### src/rtl/clipper_pkg.sv
// Shared types and constants for the clipper time-of-day logic.
package clipper_pkg;

  localparam logic [31:0] CLIPPER_NS_PER_SEC = 32'd1_000_000_000;

  typedef struct packed {
    logic [31:0] sec;
    logic [31:0] ns;
  } clipper_tod_t;

  typedef enum logic [0:0] {
    TOD_UNSYNC = 1'b0,
    TOD_SYNC   = 1'b1
  } clipper_tod_state_e;

  // A loaded ns field outside one second is clamped to the last valid ns.
  function automatic logic [31:0] clipper_sat_ns(input logic [31:0] ns);
    return (ns >= CLIPPER_NS_PER_SEC) ? (CLIPPER_NS_PER_SEC - 32'd1) : ns;
  endfunction

endpackage

### src/rtl/clipper_timebase_pps.sv
// 1PPS pulse stretcher: a rollover strobe (re)starts a PPS_WIDTH-cycle pulse.
module clipper_timebase_pps
  import clipper_pkg::*;
#(
  parameter int unsigned PPS_WIDTH = 4
) (
  input  logic clk,
  input  logic rst,
  input  logic rollover,
  output logic pps
);

  localparam int unsigned CW = $clog2(PPS_WIDTH + 1);
  localparam logic [CW-1:0] CNT_LOAD = CW'(PPS_WIDTH);

  if (PPS_WIDTH < 1) begin : g_bad_width
    $error("clipper_timebase_pps: PPS_WIDTH must be at least 1");
  end

  logic [CW-1:0] cnt_q, cnt_d;
  logic          pps_q, pps_d;

  // A rollover mid-pulse reloads the counter so the pulse simply extends.
  always_comb begin
    cnt_d = cnt_q;
    if (rollover) begin
      cnt_d = CNT_LOAD;
    end else if (cnt_q != '0) begin
      cnt_d = cnt_q - CW'(1);
    end
    pps_d = (cnt_d != '0);
  end

  always_ff @(posedge clk or posedge rst) begin
    if (rst) begin
      cnt_q <= '0;
      pps_q <= 1'b0;
    end else begin
      cnt_q <= cnt_d;
      pps_q <= pps_d;
    end
  end

  assign pps = pps_q;

endmodule

### src/rtl/clipper_timebase.sv
// Time-of-day generator: running {sec, ns}, freezable flowmeter copy and 1PPS.
// Optional fractional-ns drift accumulator under `CLIPPER_TIMEBASE_DRIFT_EN.
//
// state      | meaning
// TOD_UNSYNC | ToD free-running from reset, never loaded
// TOD_SYNC   | ToD loaded at least once; held until reset
module clipper_timebase
  import clipper_pkg::*;
#(
  parameter int unsigned NS_PER_CLK  = 8,
  parameter int unsigned ACCEL_SHIFT = 10,
  parameter int unsigned PPS_WIDTH   = 4,
  parameter logic [15:0] FRAC_NS     = 16'h0000
) (
  input  logic        clk,
  input  logic        rst,
  input  logic        timebase_force,
  input  logic        timebase_accelerate,
  input  logic [63:0] timebase_time,
  input  logic        freeze_flowmeter_time,
  output logic [63:0] tod,
  output logic        tod_valid,
  output logic [63:0] flowmeter_time,
  output logic        pps
);

  localparam logic [0:0] ST_UNSYNC = TOD_UNSYNC;
  localparam logic [0:0] ST_SYNC   = TOD_SYNC;

  localparam longint unsigned ACCEL_INC = longint'(NS_PER_CLK) << ACCEL_SHIFT;
  localparam logic [31:0] INC_NORM  = NS_PER_CLK[31:0];
  localparam logic [31:0] INC_ACCEL = ACCEL_INC[31:0];

  if (ACCEL_INC >= 64'd1_000_000_000) begin : g_bad_accel
    $error("clipper_timebase: accelerated increment must stay below one second");
  end

  clipper_tod_t tod_q, tod_d;
  clipper_tod_t fm_q, fm_d;
  logic [0:0]   state_q, state_d;
  logic [31:0]  inc;
  logic [32:0]  sum;
  logic [32:0]  sum_wrap;
  logic         rollover;

`ifdef CLIPPER_TIMEBASE_DRIFT_EN
  logic [15:0] frac_q, frac_d;
  logic [16:0] frac_sum;
`else
  // FRAC_NS only matters when the drift accumulator is built in.
  if (FRAC_NS != 16'h0000) begin : g_frac_ignored
  end
`endif

  always_comb begin
    inc = timebase_accelerate ? INC_ACCEL : INC_NORM;
`ifdef CLIPPER_TIMEBASE_DRIFT_EN
    frac_sum = {1'b0, frac_q} + {1'b0, FRAC_NS};
    inc      = inc + {31'd0, frac_sum[16]};
    frac_d   = timebase_force ? 16'h0000 : frac_sum[15:0];
`endif
    sum      = {1'b0, tod_q.ns} + {1'b0, inc};
    sum_wrap = sum - {1'b0, CLIPPER_NS_PER_SEC};
    rollover = 1'b0;
    tod_d    = tod_q;

    // Force wins over increment and accelerate and never counts as a rollover.
    if (timebase_force) begin
      tod_d.sec = timebase_time[63:32];
      tod_d.ns  = clipper_sat_ns(timebase_time[31:0]);
    end else if (sum >= {1'b0, CLIPPER_NS_PER_SEC}) begin
      rollover  = 1'b1;
      tod_d.ns  = sum_wrap[31:0];
      tod_d.sec = tod_q.sec + 32'd1;
    end else begin
      tod_d.ns  = sum[31:0];
    end

    state_d = timebase_force ? ST_SYNC : state_q;
    fm_d    = freeze_flowmeter_time ? fm_q : tod_d;
  end

  always_ff @(posedge clk or posedge rst) begin
    if (rst) begin
      tod_q   <= '0;
      fm_q    <= '0;
      state_q <= ST_UNSYNC;
    end else begin
      tod_q   <= tod_d;
      fm_q    <= fm_d;
      state_q <= state_d;
    end
  end

`ifdef CLIPPER_TIMEBASE_DRIFT_EN
  always_ff @(posedge clk or posedge rst) begin
    if (rst) begin
      frac_q <= '0;
    end else begin
      frac_q <= frac_d;
    end
  end
`endif

  clipper_timebase_pps #(
    .PPS_WIDTH (PPS_WIDTH)
  ) u_pps (
    .clk      (clk),
    .rst      (rst),
    .rollover (rollover),
    .pps      (pps)
  );

  assign tod            = tod_q;
  assign tod_valid      = (state_q == ST_SYNC);
  assign flowmeter_time = fm_q;

endmodule

### config.mk
export PLATFORM = sky130hd
export DESIGN_NAME = clipper_timebase
export DESIGN_NICKNAME = d
export VERILOG_FILES = /design/src/rtl/clipper_pkg.sv /design/src/rtl/clipper_timebase_pps.sv /design/src/rtl/clipper_timebase.sv
export SDC_FILE = /design/constraint.sdc
export NUM_CORES = 1
export LEC_CHECK = 0
export ABC_AREA = 1
export CORE_ASPECT_RATIO = 1.4
export CORE_MARGIN = 2
export CORE_UTILIZATION = 55
export CTS_CLUSTER_SIZE = 10
export DETAILED_ROUTE_END_ITERATION = 7
export PLACE_DENSITY = 0.87
export SLEW_MARGIN = 20
export SYNTH_ARGS = -nofsm -noshare
export SYNTH_HDL_FRONTEND = slang
export SYNTH_SLANG_ARGS = --single-unit
### constraint.sdc
create_clock -name clk -period 9 [get_ports clk]
set_input_delay 1.35 -clock clk [delete_from_list [all_inputs] [get_ports clk]]
set_output_delay 1.35 -clock clk [all_outputs]
set_load 0.03 [all_outputs]
==> results of run 1 <==
## report_power, final
group	total, W	internal (W)	switching (W)	leakage [nW]
logic	0.00199	0.000680	0.00131	3.68
registers	0.000959	0.000769	0.000191	1.59
clock network	0.000690	0.000389	0.000301	0.270
## routing by layer
metal  vias to the layer above  GRT usage [%]  wire length [um]
li1                       4461              -                 -
met1                      4316           38.1             10000
met2                       366           60.7             14700
met3                       105           7.08              1590
met4                         0           18.3              1620
met5                         -              0                 0
## state kept, by name (all words and copies together) (netlist names)
name            count
tod                64
u_pps.cnt_q         3
tod_valid           1
u_pps.pps           1
flowmeter_time     64
## cell families after synthesis
group           synth area share (%)
flops                           38.7
simple gates                    43.8
compound gates                  4.72
xor+xnor                        2.85
buf+inv                         8.81
fa+ha+maj                       1.16
## cell type report
cell class                      count  area [um2]
Clock inverter                     14         143
Sequential cell                   133        3330
Fill cell                        1267        4260
Tap cell                          196         245
Timing Repair Buffer              203        2020
Inverter                          138         526
Multi-Input combinational cell    988        4520
Clock buffer                       18         429
## through the flow
step | util [%] | cell area [um2] | power [W] | cells
2_1_floorplan | - | 8610 | 0.00231 | 1301
5_1_grt | 72.5 | 11200 | 0.00388 | 1690
6_report | 72.5 | 11200 | 0.00364 | 1690
3_3_place_gp | 68.7 | 10600 | 0.00287 | 1657
3_5_place_dp | 68.7 | 10600 | 0.00291 | 1657
4_1_cts | 72.4 | 11200 | 0.00361 | 1689
## final timing paths
check	cells after the start	start	end	slack, ns
max	24	timebase_accelerate	flowmeter_time[23]	4.16
min	1	tod_valid	tod_valid	0.47
max reg2reg	22	tod[3]	flowmeter_time[23]	5.23
min reg2reg	1	tod_valid	tod_valid	0.47
max in group asynchronous	3	rst	tod[10]	6.34
min in group asynchronous	2	rst	flowmeter_time[58]	1.44
## cell usage in the layout (no fill, tap or decap), drive strengths merged, types with 8 or more instances in the layout
| cell | synthesis | layout |
|---|---|---|
| nand3b | 16 | 16 |
| nand3 | 108 | 108 |
| nor4 | 11 | 11 |
| clkbuf | 23 | 18 |
| dfrtp | 133 | 133 |
| nor2 | 109 | 109 |
| ha | 8 | 8 |
| nand2 | 584 | 584 |
| xor2 | 28 | 28 |
| o21ai | 57 | 57 |
| inv | 136 | 144 |
| nand4 | 22 | 22 |
| clkdlybuf4s50 | 0 | 196 |
| nor3 | 19 | 19 |
==> qor.csv, run 1 <==
metric,value,unit
WP data arrival,5.15,ns
PwrDens,324,nW/um2
Fin. Hold Viols,0,
post-synthesis instance area,8610,um2
CP max stage delay,0.44,ns
die area,16700,um2
post_cts resized,0,
Area Overhead vs Synth,30.3,%
Clock Sinks,133,
clock-pin slew on the worst setup and hold paths,0.07,ns
Max Root-Sink Buffers,2,
slowest cell on the critical path,clkdlybuf4s50_1,
Max Slew Vio Count,0,
crit path time final,4.84,ns
post-synthesis sequential area ratio,38.7,%
commonest cells in the netlist,"nand2_1, dfrtp_1, inv_1, nand3_1, nor2_1",
first-pass GRT wire length,44200,um
grt total ovfl,0,
Routed Wire Length,27900,um
Async SR Flop Fraction,100,%
io pins,199,
port bufs,198,
vias per inst,5.47,
Leakage,5.54,nW
Crit Path Category,in -> reg,
Setup Skew,0.0135,ns
YS warnings,0,
Setup WS pre-CTS,3.48,ns
drt initial violations,586,
Bufs and invs on worst path,3,
initial antenna violation count,0,
max-capacitance violation count,0,
Crit Path Max Fanout,58,
CP required,9.31,ns
number of hold buffers added after cts,0,
Hold Slack,0.471,ns
CORE AREA,15500,um2
CP top delay family,simple AND/OR/NAND/NOR gates,
Worst-Margin Slew,1.18,ns
Avg Synthesized Cell Area,6.62,um2
Post-synth EDFFs,0,
nets@finish,1558,
post-CTS setup buffer count,0,
share of layout cells above drive strength 1,5.69,%
RSZ-0062 raised after global routing,false,
crit share post-route,53.8,%
via count,9248,
run status,"finished, final reports clean",
num rows,54,
"Worst Setup Slack, final",4.16,ns
Unique masters post-synth,39,
Main synth FF type,dfrtp_1,
DRT Pass-1 Iters,6,
clock latency on the worst-skew pair,0.42,ns
Rel. slew slack,21.2,%
startpoint types,primary input,
largest net degree at the start of global routing,105,
Yosys reg bits,133,
"Setup violations, final",0,
Synth Net Count,1378,
wire per inst,16.5,um
VDD IR max,278,uV
antenna cell count,0,
H-tree Lvls,4,
die height,152,um
gpl congestion,0.959,
Residual DRC,0,
synth top area cells,"dfrtp_1, nand2_1, nand3_1",
total negative slack,0,ns
crit path cell chain,clkdlybuf4s50_1 > inv_1 > ha_1 > ha_1 > nand3_1 > nor2_1 > nand2_1 > nand2_1 > ha_1 > nand3b_1 > nand3_1 > nand2_1 > nand2_1 > nand3_1 > nand2_2 > nand2_2 > nand3_4 > buf_12 > nand2_1 > nand2_1 > nand3_1 > nand2_1 > nand2_1 > nand2_1,
CTS root buf,clkbuf_16,
Critical Path Sink Type,flop,
vias in the first global route,8887,
starting density of the core,55.7,%
Synth top area share,38.7,%
CTS tree,yes,
post-detail-place hpwl,20500,um
global-route usage over all layers,34.5,%
Synth Instances,1301,
"most used cell, CP",nand2_1,
min-delay worst type,reg -> reg,
Yosys top cell by area,dfrtp_1,
most common cell in the netlist,nand2_1,
antenna-violating nets left,0,
CTS buffer count,17,
Chip Width,110,um
Fmax achieved,0.207,GHz
Note: power is estimated with default switching activity, not from simulation.
==> inputs of run 2 (changes only) <==
--- a/config.mk
+++ b/config.mk
@@ -8,10 +8,10 @@
 export ABC_AREA = 1
 export CORE_ASPECT_RATIO = 1.4
 export CORE_MARGIN = 2
-export CORE_UTILIZATION = 55
+export CORE_UTILIZATION = 46
 export CTS_CLUSTER_SIZE = 10
 export DETAILED_ROUTE_END_ITERATION = 7
-export PLACE_DENSITY = 0.87
+export PLACE_DENSITY = 0.77
 export SLEW_MARGIN = 20
 export SYNTH_ARGS = -nofsm -noshare
 export SYNTH_HDL_FRONTEND = slang
==> constraint.sdc (replaced) <==
create_clock -name clk -period 4.39 [get_ports clk]
set_input_delay 0.6585 -clock clk [delete_from_list [all_inputs] [get_ports clk]]
set_output_delay 0.6585 -clock clk [all_outputs]
set_load 0.03 [all_outputs]
==> qor.csv, run 2 (synthesized netlist as in run 1, its figures left out) <==
metric,value,unit
antenna cell count,0,
Routed Wire Length,27600,um
CTS tree,yes,
CTS root buf,clkbuf_16,
"commonest non-fill, non-tap cell in the layout",nand2_1,
DRT Pass-1 Iters,5,
gpl congestion,0.941,
first-pass GRT wire length,44000,um
number of hold buffers added after cts,0,
CP required,4.75,ns
Rel. slew slack,45.3,%
post-CTS setup buffer count,0,
antenna-violating nets left,0,
drt initial violations,620,
vias per inst,5.20,
max-capacitance violation count,0,
clock-pin slew on the worst setup and hold paths,0.06,ns
io pins,199,
Chip Width,120,um
Fmax achieved,0.264,GHz
grt total ovfl,0,
Leakage,5.58,nW
via count,9074,
total design power,0.00746,W
largest net degree at the start of global routing,91,
"Worst Setup Slack, final",0.603,ns
PwrDens,658,nW/um2
post-detail-place hpwl,20800,um
die area,19800,um2
H-tree Lvls,4,
nets@finish,1564,
Max Root-Sink Buffers,2,
post_cts resized,0,
most frequent cells in the layout,"nand2_1, clkdlybuf4s50_1, dfrtp_1",
crit share post-route,86.3,%
clock latency on the worst-skew pair,0.44,ns
global-route usage over all layers,28.0,%
met3 wire length,1230,um
placed insts,1712,
wire per inst,15.8,um
Fin. Hold Viols,0,
Setup WS pre-CTS,0.240,ns
CTS buffer count,17,
total negative slack,0,ns
crit path time final,3.79,ns
CORE AREA,18500,um2
Critical Path Sink Type,flop,
Setup Skew,0.0158,ns
Crit Path Category,in -> reg,
starting density of the core,46.7,%
Worst-Margin Slew,0.820,ns
"Setup violations, final",0,
Residual DRC,0,
port bufs,198,
met2 wire len,14500,um
startpoint types,primary input,
"Cell Count, Final, Fillers Out",1744,
Area Overhead vs Synth,31.7,%
DR top layer,met4,
Clock Sinks,133,
RSZ-0062 raised after global routing,false,
Max Slew Vio Count,0,
VDD IR max,418,uV
vias in the first global route,8971,
initial antenna violation count,0,
num rows,59,
min-delay worst type,reg -> reg,
Crit Path Max Fanout,47,
share of layout cells above drive strength 1,6.13,%
DRT met1 WL,10400,um
WP data arrival,4.15,ns
die height,166,um
run status,"finished, final reports clean",
run 2: final cells by class:
type | instances | area [um2]
flip-flops and latches | 133 | 3330
well taps | 244 | 305
clock buffers | 18 | 439
clock inverters | 14 | 138
multi-input cells | 988 | 4520
repair buffers | 209 | 2080
fillers | 1739 | 7120
inverters | 138 | 523
run 2: final timing paths:
kind	cells past startpoint	endpoint	startpoint	slack [ns]
max	24	flowmeter_time[26]	timebase_accelerate	0.60
min	2	flowmeter_time[32]	flowmeter_time[32]	0.48
max reg2reg	21	flowmeter_time[26]	tod[3]	0.98
min reg2reg	2	flowmeter_time[32]	flowmeter_time[32]	0.48
max in group asynchronous	3	tod[18]	rst	2.74
min in group asynchronous	2	flowmeter_time[61]	rst	0.75
run 2: layer usage:
metal	vias up	track usage (%)
li1	4460	-
met1	4222	30.2
met2	305	50.9
met3	87	5.12
met4	0	15.3
met5	-	0
run 2: metrics by stage:
| step | area (um2) | hold slack (ns) | util [%] |
|---|---|---|---|
| final | 11300 | 0.478 | 61.4 |
| after global routing | 11300 | 0.498 | 61.4 |
| after CTS | 11300 | 0.482 | 61.4 |
| after detailed placement | 10800 | 0.465 | 58.3 |
| after global placement | 10800 | 0.452 | 58.3 |
| after floorplan | 8610 | 0.497 | - |
run 2: power by group:
part | switching (W) | leakage, nW | internal [W]
sequential | 0.000380 | 1.59 | 0.00158
combinational | 0.00267 | 3.71 | 0.00143
clock | 0.000638 | 0.278 | 0.000765
run 2: worst max-delay path: stages:
cell	delay [ns]
clkdlybuf4s50_1	0.48
inv_1	0.05
ha_1	0.22
ha_1	0.24
nand3_1	0.16
nor2_1	0.08
nand2_1	0.06
nand2_1	0.14
ha_1	0.26
nand3b_1	0.18
nand3_1	0.15
nand2_1	0.08
nand2_1	0.12
nand3_1	0.10
nand2_2	0.09
nand2_2	0.10
nand3_4	0.20
buf_12	0.25
nand2_1	0.08
nand2_1	0.06
nand3_1	0.10
nand2_1	0.15
nand2_1	0.06
nand2_1	0.07
